## src/rtl/fifo_sync_prog_if.sv

```systemverilog
// fifo_sync_prog_if: write/read handshake, thresholds and status of the single-clock FIFO
interface fifo_sync_prog_if #(
   parameter int DATA_WIDTH = 8,
   parameter int ADDR_WIDTH = 3
);
   logic                  w_en;
   logic [DATA_WIDTH-1:0] w_data;
   logic                  w_full;
   logic                  w_afull;
   logic                  w_ovf;
   logic                  r_en;
   logic [DATA_WIDTH-1:0] r_data;
   logic                  r_valid;
   logic                  r_empty;
   logic                  r_aempty;
   logic                  r_unf;
   logic [ADDR_WIDTH:0]   i_afull_th;
   logic [ADDR_WIDTH:0]   i_aempty_th;
   logic [ADDR_WIDTH:0]   count;
   modport slave (
      input  w_en, w_data, r_en, i_afull_th, i_aempty_th,
      output w_full, w_afull, w_ovf, r_data, r_valid, r_empty, r_aempty, r_unf, count
   );
   modport master (
      output w_en, w_data, r_en, i_afull_th, i_aempty_th,
      input  w_full, w_afull, w_ovf, r_data, r_valid, r_empty, r_aempty, r_unf, count
   );
endinterface

```

## src/rtl/fifo_sync_prog.sv

```systemverilog
// fifo_sync_prog: single-clock FIFO with occupancy count, programmable almost flags, error pulses and optional FWFT
module fifo_sync_prog #(
   parameter int DATA_WIDTH = 8,
   parameter int ADDR_WIDTH = 3,
   parameter bit FWFT       = 1'b0
) (
   input logic            i_clk,
   input logic            i_rst,
   fifo_sync_prog_if.slave f
);
   localparam int DEPTH = 2 ** ADDR_WIDTH;
   localparam logic [ADDR_WIDTH:0] one = (ADDR_WIDTH + 1)'(1);
   localparam logic [ADDR_WIDTH:0] full_cnt = (ADDR_WIDTH + 1)'(DEPTH);
   logic [DATA_WIDTH-1:0] mem [DEPTH];
   logic [ADDR_WIDTH:0]   wptr, rptr, cnt;
   logic [DATA_WIDTH-1:0] rdata;
   logic                  rvalid, ovf, unf, wr_ok, rd_ok;
   assign wr_ok      = f.w_en & ~f.w_full;
   assign rd_ok      = f.r_en & ~f.r_empty;
   assign f.count    = cnt;
   assign f.w_full   = cnt == full_cnt;
   assign f.r_empty  = cnt == '0;
   assign f.w_afull  = cnt >= f.i_afull_th;
   assign f.r_aempty = cnt <= f.i_aempty_th;
   assign f.w_ovf    = ovf;
   assign f.r_unf    = unf;
   assign f.r_data   = FWFT ? mem[rptr[ADDR_WIDTH-1:0]] : rdata;
   assign f.r_valid  = FWFT ? ~f.r_empty : rvalid;
   always_ff @(posedge i_clk) begin
      if (wr_ok) mem[wptr[ADDR_WIDTH-1:0]] <= f.w_data;
   end
   always_ff @(posedge i_clk) begin
      if (i_rst) begin
         wptr   <= '0;
         rptr   <= '0;
         cnt    <= '0;
         rdata  <= '0;
         rvalid <= 1'b0;
         ovf    <= 1'b0;
         unf    <= 1'b0;
      end else begin
         if (wr_ok) wptr <= wptr + one;
         if (rd_ok) rptr <= rptr + one;
         cnt    <= (wr_ok & ~rd_ok) ? cnt + one : (rd_ok & ~wr_ok) ? cnt - one : cnt;
         ovf    <= f.w_en & f.w_full;
         unf    <= f.r_en & f.r_empty;
         rvalid <= rd_ok;
         if (rd_ok) rdata <= mem[rptr[ADDR_WIDTH-1:0]];
      end
   end
endmodule

```

## src/flat_wrapper.sv

```systemverilog
// flat-port wrapper written by rule: the top's interface ports become plain ports
module fifo_sync_prog_flat 
#(
   parameter int DATA_WIDTH = 8,
   parameter int ADDR_WIDTH = 3,
   parameter bit FWFT       = 1'b0
)
  (i_clk, i_rst, f_w_en, f_w_data, f_r_en, f_i_afull_th, f_i_aempty_th, f_w_full, f_w_afull, f_w_ovf, f_r_data, f_r_valid, f_r_empty, f_r_aempty, f_r_unf, f_count);
  fifo_sync_prog_if #(.DATA_WIDTH(DATA_WIDTH), .ADDR_WIDTH(ADDR_WIDTH)) f_i ();
  input logic i_clk;
  input logic i_rst;
  input wire logic [$bits(f_i.w_en)-1:0] f_w_en;
  input wire logic [$bits(f_i.w_data)-1:0] f_w_data;
  input wire logic [$bits(f_i.r_en)-1:0] f_r_en;
  input wire logic [$bits(f_i.i_afull_th)-1:0] f_i_afull_th;
  input wire logic [$bits(f_i.i_aempty_th)-1:0] f_i_aempty_th;
  output wire logic [$bits(f_i.w_full)-1:0] f_w_full;
  output wire logic [$bits(f_i.w_afull)-1:0] f_w_afull;
  output wire logic [$bits(f_i.w_ovf)-1:0] f_w_ovf;
  output wire logic [$bits(f_i.r_data)-1:0] f_r_data;
  output wire logic [$bits(f_i.r_valid)-1:0] f_r_valid;
  output wire logic [$bits(f_i.r_empty)-1:0] f_r_empty;
  output wire logic [$bits(f_i.r_aempty)-1:0] f_r_aempty;
  output wire logic [$bits(f_i.r_unf)-1:0] f_r_unf;
  output wire logic [$bits(f_i.count)-1:0] f_count;
  assign f_i.w_en = f_w_en;
  assign f_i.w_data = f_w_data;
  assign f_i.r_en = f_r_en;
  assign f_i.i_afull_th = f_i_afull_th;
  assign f_i.i_aempty_th = f_i_aempty_th;
  assign f_w_full = f_i.w_full;
  assign f_w_afull = f_i.w_afull;
  assign f_w_ovf = f_i.w_ovf;
  assign f_r_data = f_i.r_data;
  assign f_r_valid = f_i.r_valid;
  assign f_r_empty = f_i.r_empty;
  assign f_r_aempty = f_i.r_aempty;
  assign f_r_unf = f_i.r_unf;
  assign f_count = f_i.count;
  fifo_sync_prog #(.DATA_WIDTH(DATA_WIDTH), .ADDR_WIDTH(ADDR_WIDTH), .FWFT(FWFT)) u_core (.i_clk(i_clk), .i_rst(i_rst), .f(f_i));
endmodule
```

## config.mk

```make
export PLATFORM = sky130hd
export DESIGN_NAME = fifo_sync_prog_flat
export DESIGN_NICKNAME = d
export VERILOG_FILES = /design/src/rtl/fifo_sync_prog_if.sv /design/src/rtl/fifo_sync_prog.sv /design/src/flat_wrapper.sv
export SDC_FILE = /design/constraint.sdc
export NUM_CORES = 1
export LEC_CHECK = 0
export CAP_MARGIN = 0
export CORE_MARGIN = 4
export CORE_UTILIZATION = 50
export DETAILED_ROUTE_END_ITERATION = 6
export PLACE_DENSITY = 0.72
export REMOVE_ABC_BUFFERS = 1
export SLEW_MARGIN = 10
export SYNTH_ARGS = -nofsm -noshare
export SYNTH_HDL_FRONTEND = slang
export SYNTH_SLANG_ARGS = --single-unit
```

## constraint.sdc

```tcl
create_clock -name i_clk -period 3.93 [get_ports i_clk]
set_input_delay 0.5895 -clock i_clk [delete_from_list [all_inputs] [get_ports i_clk]]
set_output_delay 0.5895 -clock i_clk [all_outputs]
set_load 0.03 [all_outputs]
```

-- Word-level counts from Yosys, hierarchy flattened
Memory sizes are Yosys's and may differ from the RTL's. A register that Yosys moved wholly into a read port is not among the register bits.
Index checks and enable logic that the tools add are counted.
- bits in writable memories: 64
- flip-flop bits (word level): 15
- memories: 1
- output and inout bits: 19
- bits of input ports: 20
- memories (name ; words ; bits a word ; read ports ; clocked after memory_dff ; write ports ; line ; RTL):
    u_core.mem ; 8 ; 8 ; 1 ; 1 ; 1 ; fifo_sync_prog.sv:14 ; logic [DATA_WIDTH-1:0] mem [DEPTH];
- equality and inequality tests: 1
- bitwise operators: 10
- magnitude comparators: 2
- reductions and logical operators: 2
- multiplexer cells: 4
- add/sub/neg operators: 4
- operators by type and width (operator ; count):
    4-bit by 1-bit adder with 4-bit output (second input constant) ; 3
    4-bit 2-to-1 mux ; 2
    1-bit AND ; 6
    4-bit equality test (second input constant) ; 1
    4-bit greater-or-equal comparator ; 1
    4-bit less-or-equal comparator ; 1
    4-bit logical NOT ; 1
    1-bit inverter ; 4
    4-bit by 1-bit subtractor with 4-bit output (second input constant) ; 1
    1-bit 2-to-1 mux ; 2
    2-bit nonzero test ; 1

-- Longest topological paths before layout
Gate-level depths: netlist (run 1).
- depth in word-level cells: 7
- depth in mapped cells: 11
- depth with buffers taken out: 10

-- Least setup slack after synthesis (run 1)
Ideal clock, no wire load.
- path kind: reg-to-reg
- start: register u_core.cnt[3] (netlist: u_core.f.count[3])
- end: register u_core.cnt[3] (netlist: u_core.f.count[3])
- data required time: 3.809 ns
- period minus slack after synthesis: 2.755 ns
- path slack: 1.175 ns
- stages on the path, launching flop included: 12
- data arrival time: 2.635 ns
- cell sequence: dfxtp_1 or4b_1 buf_2 nand2_4 inv_1 ha_1 inv_1 ha_1 a21oi_1 a211oi_1 a31oi_1 mux2_2
- cells in the longest elaborated chain, start to end: 6
- RTL lines (item ; line ; RTL):
    from (decl) ; fifo_sync_prog.sv:15 ; logic [ADDR_WIDTH:0] wptr, rptr, cnt;
    from (signal assigned) ; fifo_sync_prog.sv:44 ; cnt <= (wr_ok & ~rd_ok) ? cnt + one : (rd_ok & ~wr_ok) ? cnt - one : cnt;
    4-bit equality test (*) ; fifo_sync_prog.sv:21 ; assign f.w_full = cnt == full_cnt;
    1-bit inverter (*) ; fifo_sync_prog.sv:18 ; assign wr_ok = f.w_en & ~f.w_full;
    1-bit AND (*) ; fifo_sync_prog.sv:18 ;
    via u_core.wr_ok ; fifo_sync_prog.sv:17 ; logic rvalid, ovf, unf, wr_ok, rd_ok;
    1-bit inverter ; fifo_sync_prog.sv:44 ;
    1-bit AND ; fifo_sync_prog.sv:44 ;
    2-bit nonzero test (no source line) ; n/a ;
Mark *: on every way through the listed nets, which the timed path passes. The rest lies on a longest branch. The select of a mux whose other input is x is not followed.
A chain may end at the register's enable or synchronous reset.

-- Final worst setup path (run 1)
- start: input f_i_aempty_th[1]
- end: output f_r_aempty
- cells in the longest elaborated chain, start to end: 1
- RTL lines (item ; line ; RTL):
    from (decl) ; flat_wrapper.sv:16 ; input wire logic [$bits(f_i.i_aempty_th)-1:0] f_i_aempty_th;
    4-bit less-or-equal comparator ; fifo_sync_prog.sv:24 ; assign f.r_aempty = cnt <= f.i_aempty_th;
    to (decl) ; flat_wrapper.sv:23 ; output wire logic [$bits(f_i.r_aempty)-1:0] f_r_aempty;
No other way between the ends.

==> implementation parameters, run 1 <==
Parameter                              Value

GRT
  Overall Global Routing Usage    0.160
  Global-route wire length before repair    a little over 10 mm
  Pin count of the biggest net entering global routing    19
  Vias in the first global route    a little under 2000
  Number of antenna violations at the first check in global routing    0
  Overflow left after global routing    0

Power
  PwrDens    658 nW/um2
  Maximum vdd ir drop    slightly below 0.0004 V
  Overall power consumption    between 2 and 3 mW
  Leak Pwr    1.49 nW

Clock network
  Inserted Clock Buffers    9
  H-tree lvl count    3
  Number of post-CTS setup repair buffers    0
  CTS clock-pin slew for the worst setup and hold paths    about 0.08 ns
  Number of cells upsized or downsized after cts    0
  Later-pin clock latency in the skew report    roughly 0.36 ns
  Number of clock sinks    85
  TritonCTS clock tree    yes
  Largest buffer count on any clock path    2
  Hold buffer count at cts    0
  Clk root buf    sky130_fd_sc_hd__clkbuf_8

Detailed routing
  Wire length after detailed routing    about 6.3 mm
  Via count    between 1500 and 2000
  DR pass1 iterations    4
  Number of nets with antenna violations after detailed routing    0
  Iteration-0 DRC Markers    between 100 and 150
  Drt drc    0
  Met3 routed WL    roughly 190 um
  Wire per inst    17.1 um
  Detail Route met2 WL    approximately 3.2 mm
  Max Used Layer    met4
  Routed via count divided by cell count    around 5.3
  Sum of routed wire segments on met1    about 2.8 mm

Critical path
  Worst Reg2Reg Path Length in Cells    10
  Worst Path Required    roughly 3.3 ns
  Setup slack, reg-to-reg    around 1.1 ns
  Kind of launch point of the worst setup path    input pin
  Crit Path Class    in -> out
  Worst Path Arrival    2.66 ns
  Largest stage delay on the critical path    0.70 ns
  Reg-to-Reg Start    u_core.f.count[1]$_SDFFE_PP0P_
  Cell breakdown of the critical path    clkdlybuf4s50_1 > inv_1 > ha_1 > nor2b_1 > o21a_1 > o21a_1 > o21ai_0 > clkdlybuf4s50_1
  Slowest cell on the critical path    sky130_fd_sc_hd__clkdlybuf4s50_1
  Highest net fanout along the worst path    2
  Kind of end point of the critical path    output pin
  Capturing instance or port of the critical path    f_r_aempty
  Destination of the worst register-to-register timing path    u_core.f.count[3]$_SDFFE_PP0P_
  Crit path launch    f_i_aempty_th[1]

Layout
  Share of cells above drive strength 1    0.232
  Core Util, Final    0.619
  Seq. cell area    2340 um2
  Non-filler instance count after layout    around 370
  Layout overhead on the synthesized area    17.9%
  Number of nets in the layout    301
  Area of the multi-input gates    around 1200 um2
  Antenna diode count    0
  Number of filler cells placed in the layout    roughly 540

Die
  Die W    ~93 um
  Number of standard-cell rows in the floorplan    30
  Placeable core region    approximately 6900 um2
  Initial core utilization    0.525
  Floorplan die height    roughly 93 um
  Die footprint    just under 9000 um2
  Number of I/O pins    39

Synth
  Number of enable-type register cells in the synthesized netlist    64
  Post-synth top area share    0.530
  Number of distinct library cells after synthesis    41
  Synth Area per Inst    around 16 um2
  Synth Flop Type    sky130_fd_sc_hd__edfxtp_1
  Cell count after synthesis    roughly 220
  Async set-or-reset flop fraction in the synthesized netlist    0
  Top-count cell post-synth    sky130_fd_sc_hd__edfxtp_1
  Post-synth top cells    sky130_fd_sc_hd__edfxtp_1 (64), sky130_fd_sc_hd__nor2_1 (24), sky130_fd_sc_hd__dfxtp_1 (21)
  Post-synthesis instance area    roughly 3600 um2
  Synthesis warning total    0
  FF+latch count, synth    85
  Most area-consuming cells after synthesis    sky130_fd_sc_hd__edfxtp_1 (53%), sky130_fd_sc_hd__dfxtp_1 (12%), sky130_fd_sc_hd__mux4_2 (9.9%)
  Sequential cell area fraction in the yosys report    0.646
  Library cell with the largest summed area after synthesis    sky130_fd_sc_hd__edfxtp_1

STA
  Worst Clk Skew    between 0.01 and 0.015 ns
  Setup violators final    0
  Maximum achievable frequency    0.308 GHz
  Min Tclk post-route    3.25 ns
  Crit path setup slack, layout    slightly below 0.7 ns
  Fin. Hold Viols    0
  Final Slew Violations    0
  RSZ-0062 raised after global routing    false
  Slew of the pin with the lowest slew margin    around 0.96 ns
  Setup total negative slack    0 ns
  Worst slew margin relative to its limit    0.358
  Final cycle utilization of the critical path    0.827

Placement
  Count of port buffers added during placement    38
  DP Worst Slack    roughly 0.70 ns
  Final HPWL DP    between 4 and 5 mm
  Placed cells    around 350
  Global placer's final weighted congestion    between 0.6 and 0.7

Flow run
  Maximum Capacitance Violations    0

Worst hold path
  Class of the worst hold path    reg -> reg
  Worst hold path depth    2

Status
  Run status    complete, no violations
==> power breakdown <==
part | leakage (nW) | switching, mW | internal (mW) | total [mW]
Sequential | 0.754 | 0.0859 | 1.07 | 1.15
Combinational | 0.641 | 0.579 | 0.494 | 1.07
Clock | 0.0954 | 0.333 | 0.258 | 0.591
==> layout make-up <==
class,count,area share
Timing Repair Buffer,42,0.0960
Sequential cell,85,0.548
Clock buffer,10,0.0322
Clock inverter,6,0.0126
Inverter,12,0.0105
Multi-Input combinational cell,117,0.273
Tap cell,96,0.0281
==> worst min path at each step <==
stage | start | to | slack (ns)
6_report | u_core.wptr[0]$_SDFFE_PP0P_ | u_core.wptr[0]$_SDFFE_PP0P_ | 0.50
5_1_grt | u_core.f.r_data[1]$_SDFFE_PP0P_ | u_core.f.r_data[1]$_SDFFE_PP0P_ | 0.55
4_1_cts | u_core.wptr[0]$_SDFFE_PP0P_ | u_core.wptr[0]$_SDFFE_PP0P_ | 0.51
3_5_place_dp | u_core.f.r_data[2]$_SDFFE_PP0P_ | u_core.f.r_data[2]$_SDFFE_PP0P_ | 0.49
3_3_place_gp | u_core.f.r_data[3]$_SDFFE_PP0P_ | u_core.f.r_data[3]$_SDFFE_PP0P_ | 0.48
2_1_floorplan | u_core.wptr[0]$_SDFFE_PP0P_ | u_core.wptr[0]$_SDFFE_PP0P_ | 0.47
==> sequential cells by signal, indices dropped and copies added (netlist names) <==
| name | flops |
|---|---|
| u_core.mem | 64 |
| u_core.wptr | 3 |
| u_core.f.r_unf | 1 |
| u_core.f.count | 4 |
| u_core.f.r_data | 8 |
| u_core.f.r_valid | 1 |
| u_core.f.w_ovf | 1 |
| u_core.rptr | 3 |
==> cells by family (layout without fill, tap and decap cells) <==
| kind of cell | Yosys count | after routing | share of synthesized area |
|---|---|---|---|
| multiplexers | 18 | 18 | 0.105 |
| adder cells (fa/ha/maj) | 14 | 14 | 0.0504 |
| XOR/XNOR | 5 | 5 | 0.0121 |
| AO/OA/AOI/OAI | 22 | 22 | 0.0580 |
| buffers and inverters | 22 | 70 | 0.0328 |
| flip-flops | 85 | 85 | 0.646 |
| AND/OR/NAND/NOR | 58 | 58 | 0.0959 |
==> cell usage in the layout, fill, tap and decap left out, types with 2 or more instances in the layout <==
| cell type | count |
|---|---|
| sky130_fd_sc_hd__edfxtp_1 | 64 |
| sky130_fd_sc_hd__clkdlybuf4s50_1 | 38 |
| sky130_fd_sc_hd__nor2_1 | 24 |
| sky130_fd_sc_hd__dfxtp_1 | 21 |
| sky130_fd_sc_hd__mux4_2 | 16 |
| sky130_fd_sc_hd__ha_1 | 13 |
| sky130_fd_sc_hd__inv_1 | 12 |
| sky130_fd_sc_hd__clkbuf_8 | 10 |
| sky130_fd_sc_hd__o22ai_2 | 8 |
| sky130_fd_sc_hd__nor3_2 | 8 |
| sky130_fd_sc_hd__nand2_1 | 4 |
| sky130_fd_sc_hd__buf_4 | 4 |
| sky130_fd_sc_hd__nand3_1 | 3 |
| sky130_fd_sc_hd__nand2b_1 | 3 |
| sky130_fd_sc_hd__a21o_1 | 3 |
| sky130_fd_sc_hd__a21oi_1 | 3 |
| sky130_fd_sc_hd__xor2_1 | 3 |
| sky130_fd_sc_hd__nand2_4 | 2 |
| sky130_fd_sc_hd__nor3_1 | 2 |
| sky130_fd_sc_hd__nor2b_1 | 2 |
| sky130_fd_sc_hd__o21a_1 | 2 |
| sky130_fd_sc_hd__xnor2_1 | 2 |
| sky130_fd_sc_hd__nand2_2 | 2 |
| sky130_fd_sc_hd__a21oi_2 | 2 |
| sky130_fd_sc_hd__nor3b_1 | 2 |
| sky130_fd_sc_hd__clkinv_4 | 2 |
| sky130_fd_sc_hd__inv_6 | 2 |
==> stage by stage <==
stage | hold WS [ns] | area (um2)
finish | 0.503 | 4280
global route | 0.545 | 4280
CTS | 0.506 | 4280
detailed placement | 0.489 | 4080
global placement | 0.477 | 4080
floorplan | 0.466 | 3550
==> critical path, delay by kind of cell <==
kind / cells / cell delay [ns]
adder cells (fa/ha/maj): 1 / 0.27
buffers and inverters: 3 / 1.20
AND/OR/NAND/NOR: 1 / 0.13
AO/OA/AOI/OAI: 3 / 0.47
==> metal layers <==
layer | GRT usage | vias up
met5 | 0 | -
met2 | 0.268 | 27
li1 | - | 937
met3 | 0.0322 | 8
met1 | 0.201 | 990
met4 | 0.0696 | 0
Note: power is estimated with default switching activity, not from simulation.
==> run 2, diff against run 1 <==
--- a/config.mk
+++ b/config.mk
@@ -9,7 +9,7 @@
 export CORE_MARGIN = 4
 export CORE_UTILIZATION = 50
 export DETAILED_ROUTE_END_ITERATION = 6
-export PLACE_DENSITY = 0.72
+export PLACE_DENSITY = 0.75
 export REMOVE_ABC_BUFFERS = 1
 export SLEW_MARGIN = 10
 export SYNTH_ARGS = -nofsm -noshare
==> constraint.sdc (replaced) <==
create_clock -name i_clk -period 2.65 [get_ports i_clk]
set_input_delay 0.3975 -clock i_clk [delete_from_list [all_inputs] [get_ports i_clk]]
set_output_delay 0.3975 -clock i_clk [all_outputs]
set_load 0.03 [all_outputs]
==> run 2 against run 1 <==
  * First-iteration DRC count is 34% higher
  * Hold slack got worse by 0.0050 ns
  * Combinational power grew 62%
  * Sequential power rose by 44%
  * Routed wire length increased by 0.48%
  * Clock power increased by 36%
  * Power grew 49%
  * Worst setup slack worse by 0.53 ns
  * Clock skew is 0.0013 ns higher
==> implementation parameters, run 2 (same netlist as run 1, synthesis figures left out) <==
Parameter                              Value

Detailed routing
  Routed via count divided by cell count    5.11 (-4.1%)
  Wire length after detailed routing    6.34 mm (+0.48%)
  DR pass1 iterations    4 (unchanged)
  Via count    1964 (+0.10%)
  Wire per inst    16.5 um (-3.7%)
  Drt drc    0 (unchanged)
  Iteration-0 DRC Markers    135 (+34%)
  Number of nets with antenna violations after detailed routing    0 (unchanged)

GRT
  Pin count of the biggest net entering global routing    19 (unchanged)
  Global-route wire length before repair    10.4 mm (+2.2%)
  Vias in the first global route    2004 (+1.7%)
  Overall Global Routing Usage    0.164 (+0.00428)
  Overflow left after global routing    0 (unchanged)
  Number of antenna violations at the first check in global routing    0 (unchanged)

Layout
  Design area    4380 um2 (+2.5%)
  Share of cells above drive strength 1    0.292 (+0.0600)
  Most common library cell in the layout ignoring fill and taps    sky130_fd_sc_hd__edfxtp_1
  Layout overhead on the synthesized area    20.8%
  Non-filler instance count after layout    384 (+4.3%)
  Max reg flops    64 (unchanged)
  Antenna diode count    0 (unchanged)
  Core Util, Final    0.635 (+0.0156)
  Number of nets in the layout    317 (+5.3%)
  Number of filler cells placed in the layout    531 (-1.5%)
  Top library cells by usage in the layout, fill and taps aside    sky130_fd_sc_hd__edfxtp_1 (64), sky130_fd_sc_hd__clkdlybuf4s50_1 (35), sky130_fd_sc_hd__nor2_1 (24)

Flow run
  Maximum Capacitance Violations    0 (unchanged)

Clock network
  Number of post-CTS setup repair buffers    0 (unchanged)
  CTS clock-pin slew for the worst setup and hold paths    0.08 ns (about the same)
  TritonCTS clock tree    yes
  Largest buffer count on any clock path    2 (unchanged)
  Later-pin clock latency in the skew report    0.36 ns (about the same)
  Clk root buf    sky130_fd_sc_hd__clkbuf_8
  H-tree lvl count    3 (unchanged)
  Inserted Clock Buffers    9 (unchanged)
  Number of clock sinks    85 (unchanged)

STA
  Maximum achievable frequency    0.400 GHz
  Final cycle utilization of the critical path    0.943
  Min Tclk post-route    roughly 2.5 ns
  Worst Clk Skew    0.0129 ns (+0.00126 ns)
  Crit path setup slack, layout    0.152 ns (-0.530 ns)
  Slew of the pin with the lowest slew margin    0.603 ns (-0.356 ns)
  Final Slew Violations    0 (unchanged)
  RSZ-0062 raised after global routing    false
  Worst slew margin relative to its limit    0.597 (+0.239)
  Fin. Hold Viols    0 (unchanged)
  Setup total negative slack    0 ns (unchanged)
  Setup violators final    0 (unchanged)

Power
  Maximum vdd ir drop    0.000447 V (+13%)
  PwrDens    957 nW/um2 (+45%)
  Share of power burned in the clock network    0.192 (-0.018)
  Fraction of power consumed by combinational cells    0.413 (+0.032)
  Internal power component    2.72 mW (+50%)
  Net switching fraction of the power    0.350 (-0.00393)
  Leak Pwr    1.57 nW (+5.5%)
  Psw    1.47 mW (+47%)
  Sequential Power Share    0.395 (-0.014)

Die
  Floorplan die height    93.2 um (unchanged)
  Initial core utilization    0.525 (unchanged)
  Die W    93.2 um (unchanged)
  Placeable core region    6910 um2 (unchanged)
  Number of standard-cell rows in the floorplan    30 (unchanged)
  Die footprint    8680 um2 (unchanged)
  Number of I/O pins    39 (unchanged)

Placement
  Count of port buffers added during placement    38 (unchanged)
  DP Worst Slack    -0.0371 ns (-0.736 ns)
  Final HPWL DP    4.30 mm (+3.1%)
  Global placer's final weighted congestion    0.694 (+2.5%)
  Placed cells    368 (+4.5%)
  Placement-stage cell area    4200 um2 (+2.9%)

Status
  Run status    complete, no violations

Critical path
  Highest net fanout along the worst path    6 (+4)
  Setup slack, reg-to-reg    0.19 ns (-0.88 ns)
  Worst Path Arrival    2.10 ns (-0.56 ns)
  Kind of end point of the critical path    output pin
  Crit Path Class    reg -> out
  Worst Path Required    2.25 ns (-1.09 ns)
  Kind of launch point of the worst setup path    flop

Worst hold path
  Class of the worst hold path    reg -> reg
[run 2: per-stage QoR]
step	hold WS (ns)	total power, mW
after floorplan	0.460	2.84
after global placement	0.476	3.40
after detailed placement	0.484	3.44
after CTS	0.504	4.23
after global routing	0.531	4.49
final	0.498	4.19
[run 2: metal layers]
layer,wire length [um],share of wire,up-vias,GRT usage
li1,-,-,961,-
met1,2760,0.44,960,0.214
met2,3170,0.50,36,0.266
met3,321,0.051,7,0.0402
met4,88,0.014,0,0.0623
met5,0,0,-,0
[run 2: what timing repair did]
item                       CTS  global route
setup endpoints to repair    2             1
hold buffers                 0             0
gates resized for setup      2             5
[run 2: path summary, 6_finish.rpt]
check	from	to	depth (start not counted)
setup / recovery	u_core.f.count[3]$_SDFFE_PP0P_	f_r_empty	4
hold reg to reg	u_core.f.r_data[6]$_SDFFE_PP0P_	u_core.f.r_data[6]$_SDFFE_PP0P_	2
hold / removal	u_core.f.r_data[6]$_SDFFE_PP0P_	u_core.f.r_data[6]$_SDFFE_PP0P_	2
setup reg to reg	u_core.f.count[0]$_SDFFE_PP0P_	u_core.f.count[3]$_SDFFE_PP0P_	10
[run 2: cell type report]
cell class,instances,area [um2],share of cell area
Sequential cell,85,2340,0.535
Inverter,12,45.0,0.0103
Tap cell,96,120,0.0274
Clock inverter,6,46.3,0.0106
Timing Repair Buffer,58,526,0.120
Multi-Input combinational cell,117,1170,0.268
Clock buffer,10,128,0.0291
[run 2: power groups by stage]
stage | combinational [mW] | clock, mW | sequential [mW]
global route | 1.91 | 0.897 | 1.68
floorplan | 0.919 | 0 | 1.92
detailed placement | 1.75 | 0 | 1.69
global placement | 1.72 | 0 | 1.68
finish | 1.73 | 0.805 | 1.66
CTS | 1.74 | 0.835 | 1.65
[run 2: critical path, stage by stage, from the launching register on]
cell and delay [ns]:
sky130_fd_sc_hd__dfxtp_2 0.35, sky130_fd_sc_hd__buf_4 0.14, sky130_fd_sc_hd__or4_1 0.54, sky130_fd_sc_hd__inv_1 0.07
sky130_fd_sc_hd__clkdlybuf4s50_1 0.66
